## config.mk

```make
export PLATFORM = sky130hd
export DESIGN_NAME = u_ins_loader
export DESIGN_NICKNAME = d
export VERILOG_FILES = /design/src/rtl/u_ins_loader.sv
export SDC_FILE = /design/constraint.sdc
export NUM_CORES = 1
export LEC_CHECK = 0
export CAP_MARGIN = 25
export CORE_ASPECT_RATIO = 0.8
export CORE_MARGIN = 4
export CORE_UTILIZATION = 60
export CTS_CLUSTER_DIAMETER = 30
export DETAILED_ROUTE_END_ITERATION = 8
export GPL_TIMING_DRIVEN = 1
export PLACE_DENSITY = 0.83
export SYNTH_ARGS = -nofsm -noshare
export SYNTH_HDL_FRONTEND = slang
export SYNTH_SLANG_ARGS = --single-unit
export TNS_END_PERCENT = 10
```

## constraint.sdc

```tcl
create_clock -name i_sys_clock -period 5.22 [get_ports i_sys_clock]
set_clock_uncertainty 0.1 [all_clocks]
set_input_delay 1.044 -clock i_sys_clock [delete_from_list [all_inputs] [get_ports i_sys_clock]]
set_output_delay 1.044 -clock i_sys_clock [all_outputs]
set_load 0.02 [all_outputs]
```

## src/rtl/u_ins_loader.sv

```systemverilog
// rtl/u_ins_loader.sv - byte-serial, length-prefixed loader for the instruction-memory write port
module u_ins_loader #(
  parameter int MAX_WORDS   = 1024,
  parameter int TIMEOUT_CYC = 65535
) (
  input  logic        i_sys_clock,
  input  logic        i_sys_reset,
  input  logic [7:0]  i_u_ins_loader_byte,
  input  logic        i_u_ins_loader_byte_valid,
  output logic        o_u_ins_loader_byte_ready,
  input  logic        i_u_ins_loader_start,
  output logic [31:0] o_u_ins_loader_write_ins,
  output logic        o_u_ins_loader_ins_wr,
  output logic        o_u_ins_loader_cpu_hold,
  output logic        o_u_ins_loader_done,
  output logic        o_u_ins_loader_error,
  output logic [15:0] o_u_ins_loader_word_cnt
);

  typedef enum logic [2:0] {
    S_IDLE, S_LEN0, S_LEN1, S_DATA, S_FLUSH, S_DONE, S_ERR
  } state_t;

  localparam logic [31:0] TO_LAST = 32'(TIMEOUT_CYC - 1);

  state_t      state;
  logic [7:0]  len_lo;
  logic [15:0] len;
  logic [23:0] shift;
  logic [1:0]  lane;
  logic [31:0] idle_cnt;

  logic        accept;
  logic        timeout;
  logic [15:0] n_full;
  logic [15:0] cnt_next;

  assign o_u_ins_loader_byte_ready = (state == S_LEN0) || (state == S_LEN1) || (state == S_DATA);
  assign accept   = i_u_ins_loader_byte_valid && o_u_ins_loader_byte_ready;
  assign timeout  = (idle_cnt == TO_LAST);
  assign n_full   = {i_u_ins_loader_byte, len_lo};
  assign cnt_next = o_u_ins_loader_word_cnt + 16'd1;

  always_ff @(posedge i_sys_clock or negedge i_sys_reset) begin
    if (!i_sys_reset) begin
      state                    <= S_IDLE;
      len_lo                   <= '0;
      len                      <= '0;
      shift                    <= '0;
      lane                     <= '0;
      idle_cnt                 <= '0;
      o_u_ins_loader_write_ins <= '0;
      o_u_ins_loader_ins_wr    <= 1'b0;
      o_u_ins_loader_cpu_hold  <= 1'b1;
      o_u_ins_loader_done      <= 1'b0;
      o_u_ins_loader_error     <= 1'b0;
      o_u_ins_loader_word_cnt  <= '0;
    end else begin
      o_u_ins_loader_ins_wr <= 1'b0;
      case (state)
        S_IDLE: begin
          state    <= S_LEN0;
          idle_cnt <= '0;
        end
        S_LEN0: begin
          if (accept) begin
            len_lo   <= i_u_ins_loader_byte;
            idle_cnt <= '0;
            state    <= S_LEN1;
          end
        end
        S_LEN1: begin
          if (accept) begin
            len      <= n_full;
            idle_cnt <= '0;
            lane     <= '0;
            if (n_full == 16'd0) begin
              state                   <= S_DONE;
              o_u_ins_loader_done     <= 1'b1;
              o_u_ins_loader_cpu_hold <= 1'b0;
            end else if ({1'b0, n_full} > 17'(MAX_WORDS)) begin
              state                <= S_ERR;
              o_u_ins_loader_error <= 1'b1;
            end else begin
              state <= S_DATA;
            end
          end else if (timeout) begin
            state                <= S_ERR;
            o_u_ins_loader_error <= 1'b1;
          end else begin
            idle_cnt <= idle_cnt + 32'd1;
          end
        end
        S_DATA: begin
          if (accept) begin
            idle_cnt <= '0;
            shift    <= {i_u_ins_loader_byte, shift[23:8]};
            lane     <= lane + 2'd1;
            // Fourth byte of a word: publish it on the same edge it arrives.
            if (lane == 2'd3) begin
              o_u_ins_loader_write_ins <= {i_u_ins_loader_byte, shift};
              o_u_ins_loader_ins_wr    <= 1'b1;
              o_u_ins_loader_word_cnt  <= cnt_next;
              if (cnt_next == len) state <= S_FLUSH;
            end
          end else if (timeout) begin
            state                <= S_ERR;
            o_u_ins_loader_error <= 1'b1;
          end else begin
            idle_cnt <= idle_cnt + 32'd1;
          end
        end
        S_FLUSH: begin
          state                   <= S_DONE;
          o_u_ins_loader_done     <= 1'b1;
          o_u_ins_loader_cpu_hold <= 1'b0;
        end
        S_DONE, S_ERR: begin
          if (i_u_ins_loader_start) begin
            state                   <= S_LEN0;
            o_u_ins_loader_done     <= 1'b0;
            o_u_ins_loader_error    <= 1'b0;
            o_u_ins_loader_word_cnt <= '0;
            o_u_ins_loader_cpu_hold <= 1'b1;
            lane                    <= '0;
            idle_cnt                <= '0;
          end
        end
        default: state <= S_IDLE;
      endcase
    end
  end

endmodule

```

==> run_results.csv, run 1 <==
group,metric,value,unit
sta,setup_viol,0,
die,start_util,0.6231,
placed_design,io_buffers,64,
power,power_frac_clock,0.284,
setup_path,cp_slowest_stage_delay,0.68,ns
yosys,ys_seq_area_frac,0.4995,
global_routing,grt_util_all_layers,0.2701,
power,power_frac_seq,0.415,
detailed_routing,routed_via_density,6.032,
setup_path,critPathLaunchType,"primary input",
global_routing,grt_pass1_vias,5882,
power,finalPower,3.998,mW
die,fp.dieH,103.7,um
detailed_routing,drt_pass1_iterations,5,
die,row_count,34,
layout,design_area,8165,sq um
layout,final_layout_size_suffix_gt1_frac,0.08602,
setup_path,path_buf_inv,1,
sta,tightest_slew,1.074,ns
sta,setup_tns,0,ns
sta,rsz0062_at_grt,"false",
sta,max_freq,284.9,MHz
clocking,postCtsHoldBufs,0,
die,num_io_pins,65,
power,p_switching,1.479,mW
power,p_leak,3.651,nW
clocking,htreeDepth,4,
die,die_x,127.6,um
setup_path,worstSetupPathType,"in2reg",
detailed_routing,drt_iter0_markers,641,
layout,finalNonFillerCells,981,
yosys,ys.flop_type,"dfrtp_1",
power,switching_share,0.3700,
clocking,ctsResizeCount,0,
power,vdd_drop_max,0.0004017,V
clocking,cts_tree,"yes",
sta,fin_crit,3.510,ns
job,max_cap_viol_count,0,
sta,post-route-period-util,0.6725,
clocking,clk_pin_slew_worst_paths,0.06,ns
power,intPower,2.519,mW
yosys,synth_seq_cells,137,
setup_path,path_cells,"clkdlybuf4s50_1 -> nor3_1 -> o21ai_2 -> nand4_1 -> nor4_4 -> a311oi_1 -> a41o_1",
sta,final-max-slew-violation-count,0,
clocking,clock_path_buffers,2,
layout,syn2layout_area_growth,18.94,%
detailed_routing,wire_per_inst,17.47,um
clocking,cts.sinks,137,
global_routing,grt-ovfl-total,0,
global_routing,grt_antenna_before_repair,0,
detailed_routing,drc,0,
setup_path,arrival,3.72,ns
die,die_area,13230,sq um
detailed_routing,drt-total-wl,17140,um
clocking,cts_buffers,17,
sta,slew_headroom,0.2788,
run_status,status,"completed",
yosys,synth-edff-count,0,
placed_design,post-place-cells,946,
setup_path,crit_family,"simple AND/OR/NAND/NOR gates",
placed_design,hpwl,11010,um
yosys,syn_area_per_cell,8.893,sq um
clocking,cts_root_buf,"clkbuf_16",
global_routing,grt_max_degree,107,
yosys,async_flop_share,1.000,
setup_path,crit_required,5.43,ns
power,pwr-share-comb,0.301,
setup_path,crit_path_top_delay_cell,"nand4_1",
yosys,ys_types,64,
sta,finalHoldViolCount,0,
yosys,syn-instance-count,772,
placed_design,place_area,7555,sq um
detailed_routing,ant_nets,0,
yosys,syn_area,6865,sq um
layout,nets,840,
detailed_routing,vias,5917,
die,core_area,11020,sq um
setup_path,worst-path-max-fanout,12,
clocking,clock_latency,0.42,ns
power,power.density,489.6,nW/um^2
clocking,post_cts_buffers,0,
worst_hold_path,hold_path_class,"reg2reg",
placed_design,place.gp.congestion,0.9224,
global_routing,grt_pass1_wl,29170,um
yosys,yosys_warnings,0,
yosys,synthesis.nets,788,
layout,diodes,0,
setup_path,cp-end-kind,"flop",
[routing by layer]
layer	up-vias	routed length [um]	share of wire	global-route usage
met2	270	8084	0.47	0.4140
met4	0	268	0.016	0.07576
met3	31	1331	0.078	0.07253
li1	2737	-	-	-
met5	-	0	0	0
met1	2879	7457	0.44	0.3813
[cells by family (layout without fill, tap and decap cells)]
| logic type | count (synthesis) | after routing | share of synthesized area |
|---|---|---|---|
| flip-flops | 137 | 137 | 0.4995 |
| AO/OA/AOI/OAI | 102 | 102 | 0.09204 |
| XOR/XNOR | 45 | 45 | 0.05741 |
| adder cells (fa/ha/maj) | 5 | 5 | 0.008748 |
| multiplexers | 9 | 9 | 0.01458 |
| buffers and inverters | 51 | 116 | 0.03171 |
| AND/OR/NAND/NOR | 423 | 423 | 0.2960 |
[per-stage QoR]
step                hold WS [ns]    util  setup WS, ns
floorplan                 0.3386       -         2.666
global placement          0.3619  0.6857         1.540
detailed placement        0.3603  0.6857         1.349
CTS                       0.3744  0.7361         1.753
global route              0.4106  0.7411         1.539
finish                    0.3722  0.7411         1.710
[placed cells by master (no fill, tap or decap), types with 3 or more instances in the layout]
cell type / netlist / routed
inv_6: 0 / 7
clkdlybuf4s50_1: 0 / 63
a21oi_1: 22 / 22
nor4_2: 4 / 4
ha_1: 4 / 4
a31oi_1: 4 / 4
or2_2: 3 / 3
mux2_2: 8 / 8
a211oi_1: 3 / 3
clkbuf_16: 0 / 17
dfrtp_1: 136 / 136
o41ai_1: 4 / 4
or3_1: 4 / 4
nand3_1: 24 / 24
nand2_1: 241 / 240
inv_8: 0 / 3
nor4_4: 3 / 3
and4_1: 4 / 4
nor2_1: 57 / 57
nor4b_1: 4 / 4
nor4bb_1: 4 / 4
nor4_1: 16 / 16
and2_1: 4 / 4
o31ai_1: 7 / 7
xor2_1: 5 / 5
nand2b_1: 8 / 8
o21ai_0: 37 / 37
nor3_1: 10 / 10
xnor2_1: 40 / 40
and3_1: 10 / 10
nand4_1: 13 / 13
buf_4: 4 / 6
inv_1: 12 / 12
o22ai_1: 4 / 4
[sequential cells by signal, summed over array words and instances (netlist names), 2 cells and up]
register and cells:
idle_cnt 32, o_u_ins_loader_write_ins 32, shift 24, len 16, o_u_ins_loader_word_cnt 16, len_lo 8
state 3, lane 2
[cells in the mapped netlist, types with 3 or more instances]
| master | instances | area [sq um] |
|---|---|---|
| o31ai_1 | 7 | 52.55 |
| inv_1 | 12 | 45.04 |
| or3_1 | 4 | 25.02 |
| o22ai_1 | 4 | 25.02 |
| buf_4 | 4 | 30.03 |
| o21ai_0 | 37 | 185.2 |
| nand2b_1 | 8 | 50.05 |
| clkbuf_1 | 24 | 90.09 |
| nor3_1 | 10 | 50.05 |
| and3_1 | 10 | 62.56 |
| nand2_1 | 241 | 904.6 |
| nor4_1 | 16 | 100.1 |
| and4_1 | 4 | 35.03 |
| nand3_1 | 24 | 120.1 |
| nor4b_1 | 4 | 35.03 |
| ha_1 | 4 | 50.05 |
| a31oi_1 | 4 | 25.02 |
| nand4_1 | 13 | 81.33 |
| o41ai_1 | 4 | 35.03 |
| and2_1 | 4 | 25.02 |
| nor2_1 | 57 | 214.0 |
| or2_2 | 3 | 18.77 |
| mux2_2 | 8 | 90.09 |
| nor4_2 | 4 | 50.05 |
| dfrtp_1 | 136 | 3403 |
| xor2_1 | 5 | 43.79 |
| a211oi_1 | 3 | 22.52 |
| nor4_4 | 3 | 63.81 |
| xnor2_1 | 40 | 350.3 |
| buf_2 | 8 | 40.04 |
| a21oi_1 | 22 | 110.1 |
| nor4bb_1 | 4 | 40.04 |
[worst min-delay path: cells and delay by family, from the launching register on]
| kind | cells | cell delay (ns) |
|---|---|---|
| DFF | 1 | 0.34 |
| and+or+nand+nor | 2 | 0.10 |
[path summary, 6_finish.rpt]
check	startpoint	endpoint	slack [ns]	depth (start not counted)
setup / recovery	i_u_ins_loader_byte_valid	idle_cnt[21]	1.71	7
hold / removal	shift[2]	o_u_ins_loader_write_ins[2]	0.37	2
setup reg to reg	state[1]	idle_cnt[21]	2.27	6
hold reg to reg	shift[2]	o_u_ins_loader_write_ins[2]	0.37	2
max in group asynchronous	i_sys_reset	state[0]	3.45	3
min in group asynchronous	i_sys_reset	o_u_ins_loader_word_cnt[12]	0.45	1
[cell type report]
cell class | count | area (sq um)
timing repair buffer | 72 | 734.5
fill | 774 | 2853
tap | 144 | 180.2
inverter | 12 | 45.04
sequential | 137 | 3430
clock buffer | 17 | 425.4
clock inverter | 15 | 130.1
multi-input combinational | 584 | 3221
[power by group through the flow]
stage | Combinational [mW] | Sequential, mW | Clock (mW)
floorplan | 0.660 | 1.70 | 0
global placement | 1.14 | 1.65 | 0
detailed placement | 1.18 | 1.66 | 0
CTS | 1.20 | 1.65 | 1.15
global route | 1.33 | 1.70 | 1.21
finish | 1.20 | 1.66 | 1.14
Note: power is estimated with default switching activity, not from simulation.
==> run 2, diff against run 1 <==
Settings changed: CORE_UTILIZATION 60 to 58, PLACE_DENSITY 0.83 to 0.81.
Clock period 5.22 ns to 3.5 ns, I/O delays scaled along.
==> run_results.csv, run 2 (same netlist as run 1, synthesis figures left out) <==
group,metric,value,unit
placed_design,place.gp.congestion,0.9015,
sta,worst_hold_slack,0.1649,ns
sta,slew_headroom,0.4899,
worst_hold_path,hold_path_class,"in2async",
power,switching_share,0.3555,
clocking,ctsResizeCount,0,
setup_path,worst-path-max-fanout,11,
power,pwr-share-comb,0.296,
layout,fin_util,0.7111,
die,num_io_pins,65,
setup_path,critPathLaunchType,"flop",
die,die_x,129.6,um
power,p_switching,2.163,mW
detailed_routing,ant_nets,0,
setup_path,r2r_cells,6,
clocking,clk_pin_slew_worst_paths,0.06,ns
sta,max_freq,345.6,MHz
power,intPower,3.922,mW
power,p_leak,3.669,nW
detailed_routing,drt_iter0_markers,576,
clocking,htreeDepth,4,
detailed_routing,drt-total-wl,16740,um
die,die_area,13650,sq um
placed_design,io_buffers,64,
layout,nFillCells,848,
layout,largest_registers,"idle_cnt: 32 flops, o_u_ins_loader_write_ins: 32 flops, shift: 24 flops",
detailed_routing,routed_via_density,5.864,
clocking,cts_buffers,17,
sta,finalHoldViolCount,0,
run_status,status,"completed",
sta,tightest_slew,0.7593,ns
sta,setup_tns,0,ns
power,power.density,740.2,nW/um^2
setup_path,cp-end-kind,"flop",
layout,syn2layout_area_growth,19.76,%
detailed_routing,wire_per_inst,16.91,um
clocking,cts_root_buf,"clkbuf_16",
power,vdd_drop_max,0.0005686,V
clocking,cts_tree,"yes",
detailed_routing,drc,0,
detailed_routing,vias,5805,
sta,final-max-slew-violation-count,0,
global_routing,gr-usage-met2,0.3874,
sta,rsz0062_at_grt,"false",
die,core_area,11560,sq um
layout,final_layout_size_suffix_gt1_frac,0.09145,
sta,fin_crit,2.894,ns
global_routing,grt_pass1_vias,5632,
global_routing,grt_antenna_before_repair,0,
die,fp.dieH,105.3,um
detailed_routing,drt_pass1_iterations,5,
sta,setup_viol,0,
global_routing,grt_max_degree,72,
clocking,post_cts_buffers,0,
global_routing,busiest_layer,"met2",
global_routing,use_met1,0.3774,
clocking,clock_path_buffers,2,
global_routing,grt_pass1_wl,27920,um
setup_path,crit_required,3.65,ns
clocking,cts.sinks,137,
job,max_cap_viol_count,0,
sta,post-route-period-util,0.8268,
global_routing,grt_util_all_layers,0.2545,
clocking,clock_latency,0.42,ns
layout,diodes,0,
die,row_count,35,
global_routing,grt-ovfl-total,0,
power,power_frac_clock,0.298,
placed_design,hpwl,11200,um
setup_path,worstSetupPathType,"reg2reg",
die,start_util,0.5938,
power,power_frac_seq,0.406,
global_routing,grt.met3_usage,0.04762,
layout,nets,846,
clocking,postCtsHoldBufs,0,
layout,final_cell_mix,"240 x nand2_1, 136 x dfrtp_1, 63 x clkdlybuf4s50_1",
layout,final_common_cell,"nand2_1",
setup_path,arrival,3.04,ns
## run 2: area by class of cell
cell class,count,area [sq um],area share
Clock buffer,19,452.9,0.05509
Clock inverter,12,141.4,0.01720
Inverter,12,45.04,0.005479
Multi-Input combinational cell,584,3221,0.3917
Sequential cell,137,3430,0.4171
Tap cell,148,185.2,0.02252
Timing Repair Buffer,78,747.0,0.09085
## run 2: metrics by stage
stage / cells / worst slack (ns) / instance area (sq um) / power (mW)
3_5_place_dp: 958 / 0.2991 / 7620 / 4.253
5_1_grt: 990 / 0.4649 / 8222 / 6.413
2_1_floorplan: 772 / 1.230 / 6865 / 3.523
4_1_cts: 989 / 0.6201 / 8214 / 6.098
3_3_place_gp: 958 / 0.4907 / 7620 / 4.170
6_report: 990 / 0.6062 / 8222 / 6.085
## run 2: worst max-delay path, stage by stage (launching register included)
cell and delay [ns]:
dfrtp_1 0.59, nand4_2 0.31, nor4_1 0.65, xnor2_1 0.22, nand4_1 0.14, nor4_2 0.54, a211oi_1 0.19
## run 2: layer usage
metal  vias up  routed length, um
li1       2748                  -
met4         0                164
met5         -                  0
met1      2789               7610
met3        18               1197
met2       250               7768
## run 2: path summary, 6_finish.rpt
path	start	end	slack (ns)
max reg2reg	o_u_ins_loader_word_cnt[3]	state[0]	0.61
max in group asynchronous	i_sys_reset	o_u_ins_loader_write_ins[11]	2.26
min reg2reg	o_u_ins_loader_write_ins[0]	o_u_ins_loader_write_ins[0]	0.37
min	i_sys_reset	o_u_ins_loader_word_cnt[8]	0.16
max	o_u_ins_loader_word_cnt[3]	state[0]	0.61
min in group i_sys_clock	o_u_ins_loader_write_ins[0]	o_u_ins_loader_write_ins[0]	0.37
## run 2: power by group through the flow
stage / clock, mW / combinational [mW] / sequential [mW]
after floorplan: 0 / 0.984 / 2.54
after global placement: 0 / 1.71 / 2.46
after detailed placement: 0 / 1.77 / 2.48
after CTS: 1.83 / 1.80 / 2.46
after global routing: 1.90 / 1.98 / 2.53
final: 1.81 / 1.80 / 2.47
==> run 3, diff against run 2 <==
Settings changed: CORE_UTILIZATION 58 to 52, PLACE_DENSITY 0.81 to 0.76.
Clock period 3.5 ns to 2.35 ns, I/O delays scaled along.
==> run_results.csv, run 3 (same netlist as run 1, synthesis figures left out) <==
group,metric,value,unit
run_status,status,"completed",
sta,max_freq,444.6,MHz
clocking,clock_path_buffers,2,
layout,final_layout_size_suffix_gt1_frac,0.1676,
layout,syn2layout_area_growth,28.80,%
die,num_io_pins,65,
die,die_x,136.5,um
sta,slew_headroom,0.6771,
global_routing,grt_antenna_before_repair,0,
layout,nets,910,
die,core_area,12870,sq um
detailed_routing,drt-total-wl,17860,um
sta,tightest_slew,0.4721,ns
global_routing,grt_pass1_vias,6204,
setup_path,worst-path-max-fanout,5,
setup_path,crit_required,1.78,ns
setup_path,critPathLaunchType,"flop",
setup_path,r2r_slack,0.12,ns
setup_path,path_cells,"nor2_1 -> nor2_1 -> clkdlybuf4s50_1",
sta,post-route-period-util,0.9571,
detailed_routing,drc,0,
global_routing,grt_max_degree,51,
layout,fin_util,0.6871,
layout,diodes,0,
clocking,cts_tree,"yes",
layout,design_area,8842,sq um
die,row_count,37,
die,die_area,15120,sq um
global_routing,grt.met3_usage,0.04900,
power,vdd_drop_max,0.0007876,V
sta,fin_crit,2.249,ns
setup_path,cp_slowest_stage_delay,0.62,ns
layout,finalNonFillerCells,1082,
setup_path,cp-end-kind,"output pin",
power,power.density,1037,nW/um^2
placed_design,place_area,8194,sq um
setup_path,r2r_cells,6,
setup_path,worstSetupPathType,"reg2out",
job,max_cap_viol_count,0,
sta,worst_hold_slack,0.3734,ns
setup_path,cp_common_cell,"nor2_1",
clocking,cts_root_buf,"clkbuf_16",
detailed_routing,ant_nets,0,
die,start_util,0.5334,
sta,finalHoldViolCount,0,
placed_design,place.gp.congestion,0.8857,
global_routing,use_met1,0.3546,
clocking,clock_latency,0.42,ns
layout,final_common_cell,"nand2_1",
global_routing,grt-ovfl-total,0,
worst_hold_path,min_path_cells,2,
setup_path,arrival,1.68,ns
sta,setup_viol,0,
placed_design,hpwl,12390,um
detailed_routing,drt_iter0_markers,537,
die,fp.dieH,110.8,um
layout,final_cell_mix,"239 x nand2_1, 132 x dfrtp_1, 71 x buf_4",
global_routing,grt_pass1_wl,30300,um
global_routing,gr-usage-met2,0.3762,
setup_path,r2r-end,"idle_cnt[25]",
clocking,cts_buffers,17,
worst_hold_path,hold_path_class,"reg2reg",
clocking,htreeDepth,4,
clocking,cts.sinks,137,
layout,nFillCells,1004,
placed_design,io_buffers,64,
detailed_routing,vias,6193,
global_routing,grt_util_all_layers,0.2484,
setup_path,crit_path_top_delay_cell,"clkdlybuf4s50_1",
detailed_routing,wire_per_inst,16.50,um
placed_design,post-place-cells,1047,
setup_path,r2r_start,"idle_cnt[13]",
setup_path,worstSetupEndpoint,"o_u_ins_loader_byte_ready",
setup_path,startpoint,"state[1]",
global_routing,busiest_layer,"met2",
power,p_leak,4.009,nW
sta,final-max-slew-violation-count,0,
sta,setup_tns,0,ns
clocking,clk_pin_slew_worst_paths,0.06,ns
layout,largest_registers,"idle_cnt: 32 flops, o_u_ins_loader_write_ins: 32 flops, shift: 24 flops",
detailed_routing,drt_pass1_iterations,5,
detailed_routing,routed_via_density,5.724,
## run 3: routing by layer
layer | part of all wire | wire [um] | vias to the layer above
li1 | - | - | 2882
met1 | 0.45 | 8041 | 3025
met2 | 0.47 | 8317 | 254
met3 | 0.067 | 1191 | 32
met4 | 0.017 | 304 | 0
met5 | 0 | 0 | -
## run 3: repair_timing
| action | CTS | global route |
|---|---|---|
| setup endpoints to repair | 0 | 11 |
| hold buffers | 1 | 0 |
| setup buffers | 0 | 2 |
| endpoints found under the hold margin | 46 | 0 |
| gates resized for setup | 0 | 14 |
## run 3: cell type report
class	instances	area, sq um	area share
clock buffer	20	446.7	0.05052
sequential	137	3435	0.3884
inverter	12	45.04	0.005094
tap	175	219.0	0.02476
clock inverter	12	116.4	0.01316
multi-input combinational	584	3276	0.3705
timing repair buffer	142	1305	0.1476
## run 3: worst min path at each step
| stage | startpoint | to | slack (ns) |
|---|---|---|---|
| final | shift[0] | o_u_ins_loader_write_ins[0] | 0.37 |
| after global routing | shift[1] | shift[1] | 0.39 |
| after CTS | shift[0] | o_u_ins_loader_write_ins[0] | 0.37 |
| after detailed placement | i_sys_reset | o_u_ins_loader_word_cnt[8] | 0.36 |
| after global placement | i_sys_reset | o_u_ins_loader_word_cnt[8] | 0.36 |
| after floorplan | i_sys_reset | idle_cnt[0] | 0.07 |
## run 3: power breakdown
group / leakage [nW] / switching, mW / internal (mW)
clock: 0.265 / 1.07 / 1.50
sequential: 1.81 / 0.559 / 3.06
combinational: 1.94 / 1.65 / 1.33
total: 4.01 / 3.28 / 5.89
## run 3: through the flow
| stage | setup slack (ns) | power (mW) |
|---|---|---|
| 2_1_floorplan | 0.07954 | 5.246 |
| 3_3_place_gp | -0.1166 | 6.445 |
| 3_5_place_dp | -0.1883 | 6.575 |
| 4_1_cts | 0.007295 | 9.187 |
| 5_1_grt | -0.03851 | 9.703 |
| 6_report | 0.1008 | 9.170 |
## run 3: critical path: cells and delay by family, from the launching register on
| family | cells | cell delay [ns] |
|---|---|---|
| AND/OR/NAND/NOR | 2 | 0.22 |
| buffers and inverters | 1 | 0.62 |
| flip-flops | 1 | 0.42 |
